<file path="src/rtl/fx_bus_ctrl.sv">
// Transaction sequencer for the shared 8-bit fx register bus.
// Runs one host access at a time through select, strobe, read-latency wait and ack.
module fx_bus_ctrl #(
    parameter int unsigned RD_LAT   = 2,
    parameter logic [7:0]  ERR_DATA = 8'hEE
) (
    input  logic        clk_sys,
    input  logic        rst_n,
    input  logic        host_req,
    input  logic        host_wr,
    input  logic [15:0] host_addr,
    input  logic [7:0]  host_wdata,
    output logic        host_ack,
    output logic [7:0]  host_rdata,
    output logic        host_err,
    output logic        busy,
    output logic [7:0]  fx_cs,
    output logic [7:0]  fx_a,
    output logic [7:0]  fx_d,
    output logic        fx_wr,
    output logic        fx_rd,
    input  logic [7:0]  fx_q
);

    localparam int unsigned DW    = 8;
    localparam int unsigned NSLV  = 8;
    localparam int unsigned CNT_W = 4;

    typedef enum logic [2:0] {
        S_IDLE,
        S_SETUP,
        S_STROBE,
        S_WAIT,
        S_DONE,
        S_ERR
    } state_t;

    state_t            state, state_nxt;
    logic              wr_q, wr_nxt;
    logic [CNT_W-1:0]  cnt_q, cnt_nxt;
    logic [NSLV-1:0]   cs_nxt;
    logic [DW-1:0]     a_nxt, d_nxt, rdata_nxt;
    logic              wr_stb_nxt, rd_stb_nxt, ack_nxt, err_nxt, busy_nxt;

    // Outputs are computed for the state being entered so they register in step with it
    always_comb begin
        state_nxt  = state;
        wr_nxt     = wr_q;
        cnt_nxt    = cnt_q;
        cs_nxt     = '0;
        a_nxt      = fx_a;
        d_nxt      = fx_d;
        rdata_nxt  = host_rdata;
        wr_stb_nxt = 1'b0;
        rd_stb_nxt = 1'b0;
        ack_nxt    = 1'b0;
        err_nxt    = 1'b0;

        case (state)
            S_IDLE: begin
                if (host_req) begin
                    wr_nxt = host_wr;
                    if (host_addr[15:11] == '0) begin
                        state_nxt = S_SETUP;
                        cs_nxt    = NSLV'(1) << host_addr[10:8];
                        a_nxt     = host_addr[7:0];
                        d_nxt     = host_wdata;
                    end else begin
                        state_nxt = S_ERR;
                        ack_nxt   = 1'b1;
                        err_nxt   = 1'b1;
                        rdata_nxt = ERR_DATA;
                    end
                end
            end
            S_SETUP: begin
                state_nxt  = S_STROBE;
                cs_nxt     = fx_cs;
                wr_stb_nxt = wr_q;
                rd_stb_nxt = !wr_q;
            end
            S_STROBE: begin
                if (wr_q) begin
                    state_nxt = S_DONE;
                    ack_nxt   = 1'b1;
                    a_nxt     = '0;
                    d_nxt     = '0;
                end else begin
                    state_nxt = S_WAIT;
                    cs_nxt    = fx_cs;
                    cnt_nxt   = CNT_W'(RD_LAT - 1);
                end
            end
            S_WAIT: begin
                // Capture edge: the slave has had RD_LAT cycles to drive fx_q
                if (cnt_q == '0) begin
                    state_nxt = S_DONE;
                    ack_nxt   = 1'b1;
                    a_nxt     = '0;
                    d_nxt     = '0;
                    rdata_nxt = fx_q;
                end else begin
                    cs_nxt  = fx_cs;
                    cnt_nxt = cnt_q - CNT_W'(1);
                end
            end
            S_DONE:  state_nxt = S_IDLE;
            S_ERR:   state_nxt = S_IDLE;
            default: state_nxt = S_IDLE;
        endcase

        busy_nxt = (state_nxt != S_IDLE);
    end

    // State and registered outputs
    always_ff @(posedge clk_sys or negedge rst_n) begin
        if (!rst_n) begin
            state      <= S_IDLE;
            wr_q       <= 1'b0;
            cnt_q      <= '0;
            host_ack   <= 1'b0;
            host_rdata <= '0;
            host_err   <= 1'b0;
            busy       <= 1'b0;
            fx_cs      <= '0;
            fx_a       <= '0;
            fx_d       <= '0;
            fx_wr      <= 1'b0;
            fx_rd      <= 1'b0;
        end else begin
            state      <= state_nxt;
            wr_q       <= wr_nxt;
            cnt_q      <= cnt_nxt;
            host_ack   <= ack_nxt;
            host_rdata <= rdata_nxt;
            host_err   <= err_nxt;
            busy       <= busy_nxt;
            fx_cs      <= cs_nxt;
            fx_a       <= a_nxt;
            fx_d       <= d_nxt;
            fx_wr      <= wr_stb_nxt;
            fx_rd      <= rd_stb_nxt;
        end
    end

endmodule

</file>
<file path="config.mk">
export PLATFORM = sky130hd
export DESIGN_NAME = fx_bus_ctrl
export DESIGN_NICKNAME = d
export VERILOG_FILES = /design/src/rtl/fx_bus_ctrl.sv
export SDC_FILE = /design/constraint.sdc
export NUM_CORES = 1
export LEC_CHECK = 0
export CAP_MARGIN = 20
export CORE_MARGIN = 3
export CORE_UTILIZATION = 33
export CTS_CLUSTER_SIZE = 28
export DETAILED_ROUTE_END_ITERATION = 12
export SYNTH_ARGS = -nofsm -noshare
export SYNTH_HDL_FRONTEND = slang
export SYNTH_SLANG_ARGS = --single-unit
export TNS_END_PERCENT = 5
</file>
<file path="constraint.sdc">
create_clock -name clk_sys -period 2.3 [get_ports clk_sys]
set_input_delay 0.69 -clock clk_sys [delete_from_list [all_inputs] [get_ports clk_sys]]
set_output_delay 0.69 -clock clk_sys [all_outputs]
set_load 0.01 [all_outputs]
</file>
==> run summary, run 1 <==
status -> complete, no violations
Main synth FF type -> dfrtp_1
total of max-cap violations -> 0
layout filler cell count -> 615
io pins -> 73
drt first pass iters -> 4
num rows -> 29
setup TNS -> 0 ns
Internal -> 2.04 mW
Post-DP Area -> 0.00305 mm^2
peak supply drop -> 0.000402 V
WS Path Type -> in2reg
Die W -> 87.4 um
die area -> 0.00764 mm^2
Syn Area/Cell -> 10.5 um^2
Iter 0 DRT Violations -> 158
CP endpoint kind -> register
cells after synthesis -> 208
Synth warnings -> 0
pwr dens -> 1020 mW/mm^2
total power -> 3.23 mW
setup repair after global routing missed its margin -> no
Post-Synthesis Net Count -> 245
FF+latch count, synth -> 45
async set-reset flop share out of synthesis -> 1.00
first-pass GRT wire length -> 9760 um
Slew Limit Headroom -> 0.571
r2r worst-path depth -> 4
Num CTS Buffers -> 5
post-place setup slack -> -0.327 ns
proportion of power drawn by flip-flops and latches -> 0.380
slew at the pin closest to its max-slew limit -> 0.640 ns
setup slack, reg-to-reg -> 0.40 ns
nets -> 323
final worst slack -> 0.0898 ns
GPL Wtd Cong -> 0.728
initial antenna violation count -> 0
Port-buffer cells -> 72
synth unique cells -> 38
Initial Util -> 0.342
ANT nets after route -> 0
drt total wl -> 5920 um
Antenna diodes -> 0
worst skew pair latency -> 0.30 ns
Layout Skew -> 0.00942 ns
H-tree Lvls -> 2
most frequent cells in the layout -> clkdlybuf4s50_1 (71), dfrtp_1 (45), buf_4 (21)
vias in the first global route -> 1,983
multi-input logic area -> 905 um^2
CP arrival -> 2.42 ns
type of the most critical hold path -> in2async
Core ar. -> 0.00639 mm^2
Worst setup SP type -> primary input
Worst Path Required -> 2.51 ns
combinational cell fraction of total power -> 0.428
via count -> 1,982
static leakage -> 1.32 nW
Clock Power Share -> 0.192
clock slew at reported path FFs -> 0.09 ns
total routing usage reported by global routing -> 0.160
layout cells sized above 1 -> 0.118
sw frac -> 0.368
CTS tree -> done
post-DP HPWL -> 4320 um
sw power -> 1.19 mW
Final Hold Viols -> 0
Max Slew Vio Count -> 0
residual DRC count -> 0
worst-path maximum fanout -> 11
synthesized area -> 0.00219 mm^2
Final Cell Area -> 0.00317 mm^2
Via density -> 5.45
FMAX -> 452 MHz
EDFF count, synth -> 0
Die Span Y -> 87.4 um
Clock Tree Buf Depth -> 2
largest net degree at the start of global routing -> 20
sequential share of the synthesized area -> 0.515
final setup fails -> 0
register area -> 0.00113 mm^2
Layout area overhead -> 44.7%
commonest non-fill, non-tap cell in the layout -> clkdlybuf4s50_1
Period minus WS final -> 2.21 ns
CTS Root Cell -> clkbuf_8
GRT Residual Overflow -> 0
Tcrit/Tclk final -> 0.961
CTS sink cnt -> 45
Avg WL per Cell -> 16.3 um
==> registers in the layout, indices dropped and copies added, names as in the netlist, 3 cells and up <==
signal and cells:
host_rdata 8, fx_a 8, fx_d 8, cnt_q 4, fx_cs 8, state 3
==> worst max-delay path, cell delays in order <==
cell,delay (ns)
clkdlybuf4s50_1,0.49
or4b_4,0.52
or3_1,0.35
buf_4,0.19
o211ai_1,0.18
==> cell families after synthesis <==
family	share of synthesized area
AO/OA/AOI/OAI	0.243
buffers and inverters	0.0715
AND/OR/NAND/NOR	0.165
flip-flops	0.515
adder cells (fa/ha/maj)	0.00572
==> path summary, 6_finish.rpt <==
kind / from / end
worst max-delay path: host_req / fx_a[5]
worst max register to register: state[1] / fx_a[5]
max in group asynchronous: rst_n / state[0]
worst min register to register: fx_cs[1] / fx_cs[1]
worst min-delay path: rst_n / fx_cs[4]
min in group clk_sys: fx_cs[1] / fx_cs[1]
==> synthesized netlist by cell type, types with 4 or more instances <==
master / count / area, um^2
a21oi_1: 8 / 40.0
a22o_1: 6 / 52.6
a2bb2oi_1: 6 / 52.6
a32o_1: 4 / 40.0
clkbuf_1: 17 / 63.8
dfrtp_1: 45 / 1130
inv_1: 13 / 48.8
nand2_1: 13 / 48.8
nand4_1: 16 / 100
nor3_1: 5 / 25.0
nor3b_1: 4 / 30.0
o211ai_1: 16 / 120
o311ai_0: 16 / 140
==> routing by layer <==
metal	wire [um]	vias up	global-route usage
li1	-	968	-
met1	2800	950	0.226
met2	2720	57	0.242
met3	316	7	0.0322
met4	79	0	0.0600
met5	0	-	0
==> through the flow <==
step / std cells / util / hold WS, ns
2_1_floorplan: 208 / - / 0.394
3_3_place_gp: 356 / 0.477 / 0.487
3_5_place_dp: 356 / 0.477 / 0.486
4_1_cts: 364 / 0.496 / 0.297
5_1_grt: 364 / 0.496 / 0.305
6_report: 364 / 0.496 / 0.291
==> area by class of cell <==
cell class,instances,area share
Inverter,13,0.0154
Timing Repair Buffer,93,0.276
Clock inverter,3,0.0150
Clock buffer,5,0.0217
Sequential cell,45,0.356
Tap cell,77,0.0304
Multi-Input combinational cell,128,0.286
==> power by group through the flow <==
| stage | logic [mW] | registers [mW] | clock network (mW) |
|---|---|---|---|
| after floorplan | 0.678 | 1.26 | 0 |
| after global placement | 1.37 | 1.24 | 0 |
| after detailed placement | 1.39 | 1.24 | 0 |
| after CTS | 1.40 | 1.23 | 0.637 |
| after global routing | 1.52 | 1.26 | 0.676 |
| final | 1.38 | 1.23 | 0.619 |
==> what timing repair did <==
item / 4_1_cts / 5_1_grt
gates resized for setup: 1 / 2
hold buffers: 0 / 0
setup buffers: 0 / 0
hold endpoints to repair: 0 / 0
endpoints found under the setup margin: 1 / 2
Power figures use the tool's default switching activity.
==> run 2, diff against run 1 <==
SLEW_MARGIN = 0   (was not set)
==> results of run 2 <==
Same layout as run 1: the final DEF is identical, and so are final timing and power.
